[src/rtl/f18a_gpu_mux.sv]
// f18a_gpu_mux: shares the single F18A GPU port among NUM_GPUS co-processors.
// Strobes go to the selected slot. The selected slot's VRAM, palette, register and
// status outputs are muxed back to the core.
// A runtime switch pauses the old slot and waits for it to drain. A timeout bounds
// that wait. Strobes that arrive during the switch are replayed on the new slot.
//
// Ports:
//   clk_logic_i, reset_i          clock, synchronous active-high reset
//   sel_req_i / sel_id_i          switch request and target slot
//   sel_o / sel_busy_o / sel_err_o  current slot, switch in progress, sticky error
//   trigger_i / load_pc_i / pause_i  core strobes and pause request
//   pause_ack_o / running_o       selected slot's ack and running flag
//   vwe_o..gstatus_o              muxed write port and status from the selected slot
//   gpu_trigger_o / gpu_load_pc_o / gpu_pause_o  per-slot controls
//   gpu_*_i                       per-slot outputs, packed with slot k at [k*W +: W]
module f18a_gpu_mux #(
  parameter int unsigned NUM_GPUS      = 2,
  parameter int unsigned RESET_SEL     = 0,
  parameter int unsigned VADDR_W       = 14,
  parameter int unsigned PADDR_W       = 6,
  parameter int unsigned PDATA_W       = 12,
  parameter int unsigned RADDR_W       = 6,
  parameter int unsigned GSTAT_W       = 7,
  parameter int unsigned PAUSE_TIMEOUT = 1023,
  localparam int unsigned SEL_W        = (NUM_GPUS > 1) ? $clog2(NUM_GPUS) : 1
) (
  input  logic                          clk_logic_i,
  input  logic                          reset_i,
  input  logic                          sel_req_i,
  input  logic [SEL_W-1:0]              sel_id_i,
  output logic [SEL_W-1:0]              sel_o,
  output logic                          sel_busy_o,
  output logic                          sel_err_o,
  input  logic                          trigger_i,
  input  logic                          load_pc_i,
  input  logic                          pause_i,
  output logic                          pause_ack_o,
  output logic                          running_o,
  output logic                          vwe_o,
  output logic [VADDR_W-1:0]            vaddr_o,
  output logic [7:0]                    vdout_o,
  output logic                          pwe_o,
  output logic [PADDR_W-1:0]            paddr_o,
  output logic [PDATA_W-1:0]            pdout_o,
  output logic                          rwe_o,
  output logic [RADDR_W-1:0]            raddr_o,
  output logic [GSTAT_W-1:0]            gstatus_o,
  output logic [NUM_GPUS-1:0]           gpu_trigger_o,
  output logic [NUM_GPUS-1:0]           gpu_load_pc_o,
  output logic [NUM_GPUS-1:0]           gpu_pause_o,
  input  logic [NUM_GPUS-1:0]           gpu_running_i,
  input  logic [NUM_GPUS-1:0]           gpu_pause_ack_i,
  input  logic [NUM_GPUS-1:0]           gpu_vwe_i,
  input  logic [NUM_GPUS-1:0]           gpu_pwe_i,
  input  logic [NUM_GPUS-1:0]           gpu_rwe_i,
  input  logic [NUM_GPUS*VADDR_W-1:0]   gpu_vaddr_i,
  input  logic [NUM_GPUS*8-1:0]         gpu_vdout_i,
  input  logic [NUM_GPUS*PADDR_W-1:0]   gpu_paddr_i,
  input  logic [NUM_GPUS*PDATA_W-1:0]   gpu_pdout_i,
  input  logic [NUM_GPUS*RADDR_W-1:0]   gpu_raddr_i,
  input  logic [NUM_GPUS*GSTAT_W-1:0]   gpu_gstatus_i
);

  // The drain counter runs 0..PAUSE_TIMEOUT-1, so the wait lasts exactly PAUSE_TIMEOUT cycles.
  localparam int unsigned CNT_W = (PAUSE_TIMEOUT > 1) ? $clog2(PAUSE_TIMEOUT) : 1;
  localparam logic [CNT_W-1:0] CntLast = CNT_W'(PAUSE_TIMEOUT - 1);

  typedef enum logic [1:0] {StRun, StDrain, StSettle} state_e;

  state_e              state_q;
  logic [SEL_W-1:0]    sel_q, tgt_q;
  logic [CNT_W-1:0]    cnt_q;
  logic                err_q, pend_trig_q, pend_ld_q;
  logic [NUM_GPUS-1:0] trig_q, ldpc_q;

  logic [NUM_GPUS-1:0] sel_oh;
  logic                id_ok;
  int unsigned         sel_idx;

  always_comb begin
    sel_oh        = '0;
    sel_oh[sel_q] = 1'b1;
  end

  assign id_ok   = (32'(sel_id_i) < NUM_GPUS);
  assign sel_idx = 32'(sel_q);

  always_ff @(posedge clk_logic_i) begin
    if (reset_i) begin
      state_q     <= StRun;
      sel_q       <= SEL_W'(RESET_SEL);
      tgt_q       <= '0;
      cnt_q       <= '0;
      err_q       <= 1'b0;
      pend_trig_q <= 1'b0;
      pend_ld_q   <= 1'b0;
      trig_q      <= '0;
      ldpc_q      <= '0;
    end else begin
      trig_q <= '0;
      ldpc_q <= '0;
      unique case (state_q)
        StRun: begin
          trig_q <= trigger_i ? sel_oh : '0;
          ldpc_q <= load_pc_i ? sel_oh : '0;
          if (sel_req_i) begin
            if (!id_ok) begin
              err_q <= 1'b1;
            end else if (sel_id_i != sel_q) begin
              tgt_q   <= sel_id_i;
              err_q   <= 1'b0;
              cnt_q   <= '0;
              state_q <= StDrain;
            end
          end
        end
        StDrain: begin
          // The old slot gets no new strobes; they are held for the new slot.
          pend_trig_q <= pend_trig_q | trigger_i;
          pend_ld_q   <= pend_ld_q | load_pc_i;
          if (gpu_pause_ack_i[sel_q] || !gpu_running_i[sel_q]) begin
            sel_q   <= tgt_q;
            state_q <= StSettle;
          end else if (cnt_q == CntLast) begin
            err_q   <= 1'b1;
            sel_q   <= tgt_q;
            state_q <= StSettle;
          end else begin
            cnt_q <= cnt_q + 1'b1;
          end
        end
        StSettle: begin
          // sel_q already names the new slot; replay merged strobes on it.
          trig_q      <= (pend_trig_q | trigger_i) ? sel_oh : '0;
          ldpc_q      <= (pend_ld_q | load_pc_i) ? sel_oh : '0;
          pend_trig_q <= 1'b0;
          pend_ld_q   <= 1'b0;
          state_q     <= StRun;
        end
        default: state_q <= StRun;
      endcase
    end
  end

  assign sel_o         = sel_q;
  assign sel_busy_o    = (state_q != StRun);
  assign sel_err_o     = err_q;
  assign gpu_trigger_o = trig_q;
  assign gpu_load_pc_o = ldpc_q;
  assign running_o     = gpu_running_i[sel_q];

  always_comb begin
    gpu_pause_o = '0;
    pause_ack_o = gpu_pause_ack_i[sel_q];
    unique case (state_q)
      StRun:    gpu_pause_o = pause_i ? sel_oh : '0;
      StDrain:  gpu_pause_o = sel_oh;
      StSettle: pause_ack_o = pause_i;
      default:  gpu_pause_o = '0;
    endcase
  end

  // Writes are gated for the one cycle in which the new slot is taking over.
  assign vwe_o     = gpu_vwe_i[sel_q] & (state_q != StSettle);
  assign pwe_o     = gpu_pwe_i[sel_q] & (state_q != StSettle);
  assign rwe_o     = gpu_rwe_i[sel_q] & (state_q != StSettle);
  assign vaddr_o   = gpu_vaddr_i[sel_idx*VADDR_W +: VADDR_W];
  assign vdout_o   = gpu_vdout_i[sel_idx*8 +: 8];
  assign paddr_o   = gpu_paddr_i[sel_idx*PADDR_W +: PADDR_W];
  assign pdout_o   = gpu_pdout_i[sel_idx*PDATA_W +: PDATA_W];
  assign raddr_o   = gpu_raddr_i[sel_idx*RADDR_W +: RADDR_W];
  assign gstatus_o = gpu_gstatus_i[sel_idx*GSTAT_W +: GSTAT_W];

endmodule

[config.mk]
export PLATFORM = sky130hd
export DESIGN_NAME = f18a_gpu_mux
export DESIGN_NICKNAME = d
export VERILOG_FILES = /design/src/rtl/f18a_gpu_mux.sv
export SDC_FILE = /design/constraint.sdc
export NUM_CORES = 1
export LEC_CHECK = 0
export ABC_CLOCK_PERIOD_IN_PS = 2700
export BUFFER_PORTS_ARGS = -buffer_cell sky130_fd_sc_hd__buf_2
export CAP_MARGIN = 20
export CORE_ASPECT_RATIO = 0.75
export CORE_MARGIN = 5
export CORE_UTILIZATION = 36
export CTS_CLUSTER_DIAMETER = 120
export DETAILED_ROUTE_END_ITERATION = 7
export PLACE_DENSITY = 0.81
export SLEW_MARGIN = 10
export SYNTH_ARGS = -nofsm -noshare
export SYNTH_HDL_FRONTEND = slang
export SYNTH_SLANG_ARGS = --single-unit
[constraint.sdc]
create_clock -name clk_logic_i -period 2.7 [get_ports clk_logic_i]
set_input_delay 0.27 -clock clk_logic_i [delete_from_list [all_inputs] [get_ports clk_logic_i]]
set_output_delay 0.27 -clock clk_logic_i [all_outputs]
set_load 0.01 [all_outputs]
==> out/results.txt <==
Max VDD drop - 0.000204 V
Most frequent cells in the layout - buf_2 (189), mux2_2 (54), dfxtp_1 (20)
Synth Area in Compound Gates - 13.1%
Worst Tran Pin Value - 0.755 ns
Setup Viol. Count Final - 0
Hold Path Sink - pend_ld_q$_SDFFE_PP0P_
Crit-path cells - inv_1 > ha_1 > inv_1 > a221oi_2 > or3_1 > or4_1 > a21oi_1
Hold Vio Cnt, Final - 0
DRT Pass-1 Iters - 4
Dpl cell area - 0.00279 mm2
Initial core utilization - 37.2%
Slew HR - 49.3%
R2R setup slack - 0.42 ns
Final period utilization - 84.4%
Worst r2r path cells - 7
Gr usage total - 20.4%
Hold_sp - load_pc_i
Wirelength per Cell - 16.0 um
Layout fillers - 459
Share of cells above drive strength 1 - 64.8%
Family with the most delay on the worst path - simple AND/OR/NAND/NOR gates
Vias in the first global route - 2,265
Maximum number of pins on one net before global-route repair - 59
Static Leak - 0.00139 uW
# clock sinks - 21
Cells after Synth - 209
DIE WIDTH - 92.1 um
Resize count post-CTS - 0
Int Power - 598 uW
Synth area leaders - mux2_2 (33%), dfxtp_1 (23%), ha_1 (3.4%)
Hold slack - 0.258 ns
Clock power frac - 23.6%
Iteration-0 DRC Markers - 191
CTS tree - done
Vias - 2,271
Synth warn - 0
Routability cong. - 0.861
Core ar. - 0.00490 mm2
Post-synth net total - 337
Number of max-slew violations in the final report - 0
Max_cap viols - 0
DRT Wirelength - 7.20 mm
Hold buffer count at CTS - 0
Critical path's slowest cell - or4_1
N_diodes - 0
Setup repair bufs after CTS - 0
GRT overflow - 0
Crit-path max cell delay - 0.54 ns
Critical Path Start Type - register
Skew final - 0.00209 ns
Via density - 5.06
NetSw - 281 uW
Unrepaired setup endpoints after global routing - no
Yosys top cell by area - mux2_2
Most frequent CP cell - inv_1
Total power - 879 uW
Die Y - 71.6 um
Crit path kind - reg2reg
Skew-Pair Late Insertion Delay - 0.26 ns
Synth Cell Area - 0.00182 mm2
DRC - 0
Final instance area - 0.00284 mm2
Initial antenna violation count - 0
Synth Area in XOR/XNOR - 0.893%
First-pass GRT wire length - 10.9 mm
Synth Register Bits - 21
Commonest non-fill, non-tap cell in the layout - buf_2
H-Tree Depth - 1
F_max - 439 MHz
Worst Path Max Fanout - 10
Post-synthesis adder-cell area fraction - 3.44%
CTS max path bufs - 2
Status - complete, no violations
Required @ worst endpoint - 2.89 ns
Mux cell area share after synthesis - 36.7%
Register area share after synthesis - 23.1%
CTS buffer count - 3
CTS Root Buffer Type - clkbuf_8
ANT nets after route - 0
Reg clk slew, reported paths - 0.08 ns
PortBufs - 189
Synth top area share - 33.4%
Simple-gate share of the synthesized area - 18.4%
RR Startpoint - state_q[1]$_SDFFE_PP0P_
Die ar. - 0.00659 mm2
Area Growth Syn to Fin - 55.9%
Largest family of logic cells by synthesized area - multiplexers
Detailed Place HPWL - 6.22 mm
Seq pwr share - 37.2%
Final TNS setup - 0 ns
Arrival @ worst endpoint - 2.47 ns
Final worst setup slack - 0.422 ns
Final nets - 518
Sw frac - 32.0%
# rows - 22
Worst path bufs/invs - 2
Pwr dens - 310 mW/mm2
Pre-CTS setup slack - 0.485 ns
Worst setup EP type - register
Worst reg2reg endpoint - cnt_q[7]$_SDFFE_PP0P_
I/O pins - 190
Gate power share - 39.2%
Crit path time final - 2.28 ns
Mapped Avg Cell Area - 8.71 um2
Hold Crit Class - in2reg
Cell depth of the worst hold path - 3
Synth cell types - 37
==> power groups by stage <==
stage          clock network [uW]  registers, uW  logic (uW)
4_1_cts                       209            327         348
6_report                      207            327         345
3_5_place_dp                    0            335         345
5_1_grt                       221            329         379
2_1_floorplan                   0            335         172
3_3_place_gp                    0            334         340
==> layout make-up <==
| type | count | area [um2] | area share, % |
|---|---|---|---|
| clock buffers | 3 | 41.3 | 1.46 |
| repair buffers | 190 | 953 | 33.6 |
| well taps | 60 | 75.1 | 2.65 |
| multi-input cells | 168 | 1320 | 46.5 |
| flip-flops and latches | 21 | 422 | 14.9 |
| clock inverters | 1 | 5.00 | 0.176 |
| inverters | 6 | 22.5 | 0.794 |
==> per-stage QoR <==
| stage | instances | util [%] |
|---|---|---|
| after floorplan | 209 | - |
| after global placement | 445 | 57.0 |
| after detailed placement | 445 | 57.0 |
| after CTS | 449 | 57.9 |
| after global routing | 449 | 57.9 |
| final | 449 | 57.9 |
==> logic make-up after synthesis <==
group,Yosys count
multiplexers,60
buffers and inverters,20
adder cells (fa/ha/maj),5
flip-flops,21
XOR/XNOR,1
AO/OA/AOI/OAI,36
AND/OR/NAND/NOR,66
==> sequential cells by signal, indices dropped and copies added, names as in the netlist <==
| register | cells |
|---|---|
| cnt_q | 10 |
| gpu_load_pc_o | 2 |
| gpu_trigger_o | 2 |
| pend_ld_q | 1 |
| pend_trig_q | 1 |
| sel_err_o | 1 |
| sel_o | 1 |
| state_q | 2 |
| tgt_q | 1 |
==> worst reg2reg max path: cells and delay by family, from the launching register on <==
kind / cells / cell delay (ns)
adders and majority gates: 1 / 0.30
DFF: 1 / 0.34
AOI/OAI and AO/OA: 2 / 0.26
buffers and inverters: 2 / 0.28
and+or+nand+nor: 2 / 1.04
==> synth_stat cells <==
| cell type | count |
|---|---|
| a211o_1 | 1 |
| a211oi_1 | 1 |
| a21o_1 | 1 |
| a21oi_1 | 12 |
| a221oi_2 | 1 |
| a22o_1 | 1 |
| a22oi_1 | 3 |
| a311o_1 | 1 |
| a31oi_1 | 3 |
| and2_1 | 1 |
| and4_1 | 1 |
| buf_2 | 2 |
| buf_4 | 1 |
| clkbuf_1 | 11 |
| dfxtp_1 | 21 |
| ha_1 | 5 |
| inv_1 | 6 |
| mux2_2 | 54 |
| mux2i_1 | 6 |
| nand2_1 | 13 |
| nand3_1 | 10 |
| nand4_1 | 2 |
| nor2_1 | 15 |
| nor2b_1 | 3 |
| nor3_1 | 5 |
| nor3b_1 | 2 |
| nor4_1 | 3 |
| o211a_1 | 1 |
| o21ai_0 | 7 |
| o311a_1 | 1 |
| o311ai_0 | 1 |
| o31ai_1 | 2 |
| or2_1 | 1 |
| or2_2 | 1 |
| or3_1 | 5 |
| or4_1 | 4 |
| xor2_2 | 1 |
==> worst max path at each step <==
stage	startpoint	endpoint	slack (ns)	cells past startpoint
finish	state_q[1]$_SDFFE_PP0P_	cnt_q[7]$_SDFFE_PP0P_	0.42	7
global route	state_q[1]$_SDFFE_PP0P_	cnt_q[7]$_SDFFE_PP0P_	0.27	7
CTS	state_q[1]$_SDFFE_PP0P_	cnt_q[7]$_SDFFE_PP0P_	0.44	7
detailed placement	state_q[1]$_SDFFE_PP0P_	cnt_q[7]$_SDFFE_PP0P_	0.48	7
global placement	state_q[1]$_SDFFE_PP0P_	cnt_q[7]$_SDFFE_PP0P_	0.57	7
floorplan	state_q[1]$_SDFFE_PP0P_	cnt_q[7]$_SDFFE_PP0P_	0.64	9
==> per-layer routing <==
metal,track usage [%],wire length (um),vias up
met5,0,0,-
met4,2.80,96,0
met3,4.83,575,6
met2,39.9,3740,111
met1,23.1,2790,1022
li1,-,-,1132
Note: power is estimated with default switching activity, not from simulation.
